`config.mk`:
```
export PLATFORM = sky130hd
export DESIGN_NAME = beep_scheduler_flat
export DESIGN_NICKNAME = d
export VERILOG_FILES = /design/src/rtl/beep_scheduler_if.sv /design/src/rtl/beep_scheduler.sv /design/src/flat_wrapper.sv
export SDC_FILE = /design/constraint.sdc
export NUM_CORES = 1
export LEC_CHECK = 0
export ABC_AREA = 1
export CAP_MARGIN = 0
export CORE_AREA = 2 2 81 83
export DETAILED_ROUTE_END_ITERATION = 7
export DIE_AREA = 0 0 83 85
export PLACE_DENSITY = 0.69
export REMOVE_ABC_BUFFERS = 1
export SLEW_MARGIN = 15
export SYNTH_ARGS = -nofsm -noshare
export SYNTH_HDL_FRONTEND = slang
export SYNTH_SLANG_ARGS = --single-unit
```
`constraint.sdc`:
```
create_clock -name clk_sys -period 2.36 [get_ports clk_sys]
set_clock_uncertainty 0.15 [all_clocks]
set_input_delay 0.236 -clock clk_sys [delete_from_list [all_inputs] [get_ports clk_sys]]
set_output_delay 0.236 -clock clk_sys [all_outputs]
set_load 0.01 [all_outputs]
```
`src/rtl/beep_scheduler_if.sv`:
```
// rtl/beep_scheduler_if.sv - requester handshake bundle for beep_scheduler
interface beep_scheduler_if #(
    parameter int NREQ = 3
);
    logic [NREQ-1:0]      req;
    logic [NREQ-1:0][7:0] req_ms;
    logic [NREQ-1:0]      gnt;
    logic [NREQ-1:0]      done;

    modport master (output req, output req_ms, input gnt, input done);
    modport slave  (input req, input req_ms, output gnt, output done);
endinterface

```
`src/rtl/beep_scheduler.sv`:
```
// rtl/beep_scheduler.sv - timed beep arbiter/sequencer with CPU manual beeper override
// Optional macro BEEP_RR_EN: round-robin arbitration instead of lowest-index-wins.
module beep_scheduler #(
    parameter int NREQ   = 3,
    parameter int MS_DIV = 64000,
    parameter int GAP_MS = 2
) (
    input  logic            clk_sys,
    input  logic            reset,
    input  logic            ce,
    input  logic            tone,
    input  logic            cpu_wr,
    input  logic [7:0]      cpu_data,
    beep_scheduler_if.slave bus,
    output logic            busy,
    output logic            speaker_en,
    output logic            speaker
);
    localparam int PW = (MS_DIV > 1) ? $clog2(MS_DIV) : 1;
    localparam int IW = (NREQ > 1) ? $clog2(NREQ) : 1;
    localparam logic [PW-1:0] PRESC_LAST = PW'(MS_DIV - 1);
    localparam logic [7:0]    GAP_LAST   = 8'(GAP_MS - 1);

    typedef enum logic [1:0] {IDLE, BEEP, GAP} state_t;

    state_t          state_q, state_d;
    logic [7:0]      remaining_q, remaining_d;
    logic [PW-1:0]   presc_q, presc_d;
    logic [7:0]      gap_q, gap_d;
    logic [IW-1:0]   owner_q, owner_d;
    logic            timed_q, timed_d;
    logic [NREQ-1:0] gnt_q, gnt_d;
    logic [NREQ-1:0] done_q, done_d;
    logic            cpu_on_q;
    logic            found;
    logic [IW-1:0]   sel;
    logic            tick;

    assign tick = ce && (presc_q == PRESC_LAST);

`ifdef BEEP_RR_EN
    logic [IW-1:0] rr_q;

    // Search begins one past the last winner, wrapping at NREQ.
    always_comb begin
        int            idx;
        logic [IW-1:0] cand;
        found = 1'b0;
        sel   = '0;
        idx   = 0;
        cand  = '0;
        for (int k = 0; k < NREQ; k++) begin
            idx = int'(rr_q) + 1 + k;
            if (idx >= NREQ) idx = idx - NREQ;
            cand = IW'(idx);
            if (!found && bus.req[cand]) begin
                found = 1'b1;
                sel   = cand;
            end
        end
    end

    always_ff @(posedge clk_sys) begin
        if (reset) begin
            rr_q <= IW'(NREQ - 1);
        end else if (state_q == IDLE && found) begin
            rr_q <= sel;
        end
    end
`else
    always_comb begin
        found = 1'b0;
        sel   = '0;
        for (int k = NREQ - 1; k >= 0; k--) begin
            if (bus.req[IW'(k)]) begin
                found = 1'b1;
                sel   = IW'(k);
            end
        end
    end
`endif

    always_comb begin
        state_d     = state_q;
        remaining_d = remaining_q;
        presc_d     = presc_q;
        gap_d       = gap_q;
        owner_d     = owner_q;
        timed_d     = timed_q;
        gnt_d       = '0;
        done_d      = '0;
        case (state_q)
            IDLE: begin
                if (found) begin
                    state_d     = BEEP;
                    gnt_d       = NREQ'(1) << sel;
                    remaining_d = bus.req_ms[sel];
                    presc_d     = '0;
                    owner_d     = sel;
                    timed_d     = (bus.req_ms[sel] != 8'd0);
                end
            end
            BEEP: begin
                if (remaining_q == 8'd0) begin
                    // Zero-length request: complete immediately, never enable the speaker.
                    state_d = IDLE;
                    done_d  = NREQ'(1) << owner_q;
                end else begin
                    if (ce) presc_d = tick ? '0 : presc_q + 1'b1;
                    if (tick) begin
                        remaining_d = remaining_q - 8'd1;
                        if (remaining_q == 8'd1) begin
                            timed_d = 1'b0;
                            done_d  = NREQ'(1) << owner_q;
                            gap_d   = '0;
                            state_d = (GAP_MS == 0) ? IDLE : GAP;
                        end
                    end
                end
            end
            GAP: begin
                if (ce) presc_d = tick ? '0 : presc_q + 1'b1;
                if (tick) begin
                    if (gap_q == GAP_LAST) state_d = IDLE;
                    else                   gap_d   = gap_q + 8'd1;
                end
            end
            default: state_d = IDLE;
        endcase
    end

    always_ff @(posedge clk_sys) begin
        if (reset) begin
            state_q     <= IDLE;
            remaining_q <= '0;
            presc_q     <= '0;
            gap_q       <= '0;
            owner_q     <= '0;
            timed_q     <= 1'b0;
            gnt_q       <= '0;
            done_q      <= '0;
        end else begin
            state_q     <= state_d;
            remaining_q <= remaining_d;
            presc_q     <= presc_d;
            gap_q       <= gap_d;
            owner_q     <= owner_d;
            timed_q     <= timed_d;
            gnt_q       <= gnt_d;
            done_q      <= done_d;
        end
    end

    always_ff @(posedge clk_sys) begin
        if (reset) begin
            cpu_on_q <= 1'b0;
        end else if (cpu_wr) begin
            if (cpu_data == 8'h0B)      cpu_on_q <= 1'b1;
            else if (cpu_data == 8'h0C) cpu_on_q <= 1'b0;
        end
    end

    assign bus.gnt    = gnt_q;
    assign bus.done   = done_q;
    assign busy       = (state_q != IDLE);
    assign speaker_en = timed_q | cpu_on_q;
    assign speaker    = tone & speaker_en;
endmodule

```
`src/flat_wrapper.sv`:
```
// flat-port wrapper written by rule: the top's interface ports become plain ports
module beep_scheduler_flat 
#(
    parameter int NREQ   = 3,
    parameter int MS_DIV = 64000,
    parameter int GAP_MS = 2
)
  (clk_sys, reset, ce, tone, cpu_wr, cpu_data, busy, speaker_en, speaker, bus_req, bus_req_ms, bus_gnt, bus_done);
  beep_scheduler_if #(.NREQ(NREQ)) bus_i ();
  input  logic clk_sys;
  input  logic reset;
  input  logic ce;
  input  logic tone;
  input  logic cpu_wr;
  input  logic [7:0] cpu_data;
  output logic busy;
  output logic speaker_en;
  output logic speaker;
  input wire logic [$bits(bus_i.req)-1:0] bus_req;
  input wire logic [$bits(bus_i.req_ms)-1:0] bus_req_ms;
  output wire logic [$bits(bus_i.gnt)-1:0] bus_gnt;
  output wire logic [$bits(bus_i.done)-1:0] bus_done;
  assign bus_i.req = bus_req;
  assign bus_i.req_ms = bus_req_ms;
  assign bus_gnt = bus_i.gnt;
  assign bus_done = bus_i.done;
  beep_scheduler #(.NREQ(NREQ), .MS_DIV(MS_DIV), .GAP_MS(GAP_MS)) u_core (.clk_sys(clk_sys), .reset(reset), .ce(ce), .tone(tone), .cpu_wr(cpu_wr), .cpu_data(cpu_data), .bus(bus_i), .busy(busy), .speaker_en(speaker_en), .speaker(speaker));
endmodule
```
Word level (Yosys, flattened, before mapping)

Cells that the tools add are included.

Add/subtract/negate cells: 3
Multiply operators: 0
Divide/modulo/power cells: 0
Order comparisons: 1
Eq/ne operators: 16
Shift operators: 2
Multiplexer cells: 38
Bitwise logic cells: 5
Reduce and logical (&&, ||, !) cells: 18

Operator list:

| cell                                                   | count |
|---|---|
| 2-to-1 mux 8 bit                                       | 9 |
| 2-to-1 mux 16 bit                                      | 4 |
| case mux 16 bit (3 select lines)                       | 1 |
| case mux 8 bit (2 select lines)                        | 2 |
| adder 16 x 1 -> 16 bit (second input constant)         | 1 |
| binary-select mux 8 bit (select 2 bit)                 | 1 |
| equality test 16 bit (second input constant)           | 1 |
| equality test 8 x 1 -> 1 bit (second input constant)   | 2 |
| equality test 8 x 4 -> 1 bit (second input constant)   | 2 |
| 2-to-1 mux 2 bit                                       | 8 |
| inequality test 2 x 1 -> 1 bit (second input constant) | 5 |
| AND reduction 5 bit                                    | 2 |
| 2-to-1 mux 3 bit                                       | 3 |
| adder 8 x 1 -> 8 bit (second input constant)           | 1 |
| logical NOT 8 bit                                      | 1 |
| 2-to-1 mux 1 bit                                       | 8 |
| nonzero test 2 bit                                     | 4 |
| nonzero test 8 bit                                     | 1 |
| subtractor 8 x 1 -> 8 bit (second input constant)      | 1 |
| inequality test 3 x 1 -> 1 bit (second input constant) | 2 |
| case mux 2 bit (3 select lines)                        | 1 |
| AND reduction 6 bit                                    | 1 |
| << shifter 1 x 2 -> 3 bit (first input constant)       | 2 |
| inequality test 2 bit (second input constant)          | 2 |
| other kinds (15)                                       | 18 |

Bits in registers: 44
Bits in latches: 0
Memory bits (writable): 0
ROM bits: 0
Output and inout bits: 9
Word-level logic and storage cells: 92
Memories kept: 0

Depth between registers and ports, before layout

Gate-level depths: netlist of run 1.

Word-level depth: 7
Gate-level depth with buffers: 11
Gate-level depth less buffers: 11

Worst setup path after synthesis of run 1

Ideal clock, no wire load.

Kind: register to register
Start point: reg u_core.state_q[0]
End point: reg u_core.presc_q[8]
Arrival: 1497 ps
Data required time: 2094 ps
Path slack: 597 ps
Cell stages (with the launch flop): 7
Buffers on the path: 0
Cells stage by stage: dfxtp_1 > inv_1 > ha_1 > o21ai_2 > a21boi_4 > nand2_1 > o211a_1

Cells in the longest elaborated chain, start to end: 3
Elaborated cells on any way between the ends: 8
Those cells by class: 4 x eq/ne; 1 x mux; 3 x reduce/logical

RTL lines:

| what                                                                 | RTL line              | RTL |
|---|---|---|
| start, declared                                                      | beep_scheduler.sv:26  | `state_t state_q, state_d;` |
| start signal, assigned                                               | beep_scheduler.sv:143 | `state_q <= state_d;` |
| equality test 2 x 1 -> 1 bit, or another cell as far along           | beep_scheduler.sv:92  | `case (state_q)` |
| inequality test 2 bit (no source line), or another cell as far along | n/a                   |  |
| AND reduction 3 bit (no source line)                                 | n/a                   |  |
| end signal, assigned                                                 | beep_scheduler.sv:145 | `presc_q <= presc_d;` |
| end, declared                                                        | beep_scheduler.sv:28  | `logic [PW-1:0] presc_q, presc_d;` |

Parallel ways exist; a longest one is shown, timed or not.
A chain may end at the register's enable or synchronous reset.

Final worst setup path of run 1

Start point: reg u_core.state_q[0]
End point: out busy

Cells in the longest elaborated chain, start to end: 1

RTL lines:

| what               | RTL line              | RTL |
|---|---|---|
| nonzero test 2 bit | beep_scheduler.sv:165 | `assign busy = (state_q != IDLE);` |
| end, declared      | flat_wrapper.sv:16    | `output logic busy;` |

No other way between the ends.

==> run summary, run 1 <==
worst-margin pin slew: 0.549 ns
largest net degree at the start of global routing: 18
die area: 0.00706 mm2
total track usage: 0.172
RD Place Congestion: 0.866
Synth top area share: 0.312
main area contributors after synthesis: dfxtp_1, nand2_1, nor2_1
Final min period: 2.13 ns
starting density of the core: 0.435
Tcrit/Tclk final: 0.903
Core Region: 0.00620 mm2
Worst path most repeated cell: inv_1
GR Util met2: 0.296
Synth Area per Inst: 6.67 um2
Ports: 49
Area Growth Syn to Fin: 19.3%
total CTS buffers: 5
CTS Root Cell: clkbuf_8
share of layout cells above drive strength 1: 0.101
crit-path cells: inv_1 -> ha_1 -> inv_1 -> clkdlybuf4s50_1
worst skew pair latency: 0.30 ns
top cells by count, synth: nand2_1, nor2_1, inv_1
crit-path max FO: 5
post-synthesis cell type count: 44
die width: 83 um
CP max stage delay: 0.58 ns
worst-path cell with the longest stage delay: clkdlybuf4s50_1
Pleak: 0.00130 uW
Total Neg Setup Slack: 0 ns
DRT Pass-1 Iters: 4
filler cell count: 604
clock sink total: 42
fmax: 0.469 GHz
initial DRC count: 142
Top Usage Layer GRT: met2
Int Power: 1730 uW
Setup Fix Bufs, Post-CTS: 0
GRT overflow: 0
count of input and output buffers: 38
met3 Track Usage GR: 0.0340
DR vias/cell: 5.03
M1 GR Usage: 0.223
maximum vdd drop: 519 uV
Die Ht: 85 um
post-synthesis sequential area ratio: 0.312
nets: 494
final setup violation count: 0
max-slew violations: 0
final hold vios: 0
FF/Latch Area: 841 um2
number of global-route vias before repair: 2373
DRC: 0
top-count cell post-synth: nand2_1
CTS Hold Buffers Added: 0
kind of critical path: reg2out
Rows: 29
portion of total power attributed to sequential cells: 0.297
Required @ worst endpoint: 1.97 ns
clock power share: 0.136
first-pass GRT wire length: 10200 um
drt wl/cell: 11.4 um
DP HPWL: 4610 um
Mapped Cells: 404
endpoint class of the critical path: output pin
ys async rst share: 0
RSZ-0062 raised after global routing: false
type of origin of the critical path: flip-flop
status: finished, final reports clean
Placed Cells: 515
Final ANT Viol Nets: 0
H-tree levels: 2
YS warnings: 0
PostCTS Resize Cnt: 0
synthesized cell area: 0.00270 mm2
Max-Cap Viols: 0
WP data arrival: 1.75 ns
vias: 2628
Diodes inserted: 0
Clock Pin Slew Worst Setup and Hold Paths: 0.08 ns
register bit total from synthesis: 42
power density cells: 1010 mW/mm2
Finished Layout Cells: 522
switching pwr: 1520 uW
Combinational Power Share: 0.568
CTS max path bufs: 2
post-synth top area cell: dfxtp_1
number of enable flip-flop cells after synthesis: 0
worst hold-check path type: reg2reg
initial antenna violation count: 0
Multi-input gate area: 0.00162 mm2
CTS tree: built
slew margin rel.: 0.634
routed wire length: 5940 um
Sw Ratio: 0.467
ys flop type: dfxtp_1
## layout by cell type, fill, tap and decap left out, drive strengths merged, types with 3 or more instances in the layout
| cell | instances |
|---|---|
| dfxtp | 42 |
| or2 | 5 |
| nor2 | 68 |
| ha | 9 |
| clkdlybuf4s50 | 38 |
| o21bai | 3 |
| a21oi | 24 |
| nor3 | 10 |
| nand2 | 90 |
| buf | 3 |
| clkbuf | 5 |
| inv | 47 |
| o21ai | 31 |
| nand3 | 41 |
| clkinv | 3 |
| nand4 | 7 |
## worst paths after layout
kind	start	to	slack, ns	cells after the start
worst min register to register	u_core.owner_q[0]	u_core.bus.done[0]	0.29	1
worst min-delay path	u_core.owner_q[0]	u_core.bus.done[0]	0.29	1
worst max-delay path	u_core.state_q[0]	busy	0.23	4
worst max register to register	u_core.state_q[0]	u_core.presc_q[6]	0.30	7
## registers in the layout, summed over array words and instances (netlist names)
name                flops
u_core.presc_q         16
u_core.gap_q            8
u_core.remaining_q      8
u_core.bus.done         3
u_core.bus.gnt          2
u_core.state_q          2
u_core.cpu_on_q         1
u_core.owner_q          1
u_core.timed_q          1
## routing by layer
layer	wire length (um)	vias up
met5	0	-
li1	-	1396
met3	209	6
met1	2930	1170
met4	52	0
met2	2750	56
## area by class of cell
class	count	area share
repair buffers	41	0.125
multi-input cells	307	0.502
clock inverters	2	0.00311
inverters	48	0.0564
well taps	77	0.0300
flip-flops and latches	42	0.261
clock buffers	5	0.0214
## power groups by stage
stage / clock [uW] / sequential, uW / combinational, uW
after global routing: 486 / 982 / 2090
after detailed placement: 0 / 979 / 1840
final: 441 / 965 / 1850
after CTS: 458 / 963 / 1850
after floorplan: 0 / 957 / 1360
after global placement: 0 / 976 / 1820
## critical path: cells and delay by family, from the launching register on
family / cells / cell delay (ns)
flip-flops: 1 / 0.37
adder cells (fa/ha/maj): 1 / 0.24
buffers and inverters: 3 / 0.85
## metrics by stage
step / util / instance area (um2) / power [uW] / setup WS [ns] / hold slack (ns)
after global placement: 0.506 / 3140 / 2790 / 0.275 / 0.270
after global routing: 0.518 / 3220 / 3550 / 0.131 / 0.324
after floorplan: - / 2640 / 2320 / 0.528 / 0.155
final: 0.518 / 3220 / 3250 / 0.229 / 0.288
after detailed placement: 0.506 / 3140 / 2820 / 0.278 / 0.282
after CTS: 0.518 / 3220 / 3270 / 0.204 / 0.292
## kinds of logic (layout without fill, tap and decap cells)
group           Yosys count  in the layout  synth area share
simple gates            225            225             0.394
compound gates           68             68             0.150
fa+ha+maj                 9              9            0.0418
buf+inv                  56             96            0.0905
flops                    42             42             0.312
xor+xnor                  3              3           0.00975
other cells               1              2           0.00139
Power figures use the tool's default switching activity.
==> inputs of run 2 (changes only) <==
--- a/config.mk
+++ b/config.mk
@@ -8,6 +8,7 @@
 export ABC_AREA = 1
 export CAP_MARGIN = 0
 export CORE_AREA = 2 2 81 83
+export CTS_BUF_LIST = sky130_fd_sc_hd__clkbuf_4 sky130_fd_sc_hd__clkbuf_8
 export DETAILED_ROUTE_END_ITERATION = 7
 export DIE_AREA = 0 0 83 85
 export PLACE_DENSITY = 0.69
==> results of run 2 <==
No change in the layout: final DEF, timing and power equal those of run 1.
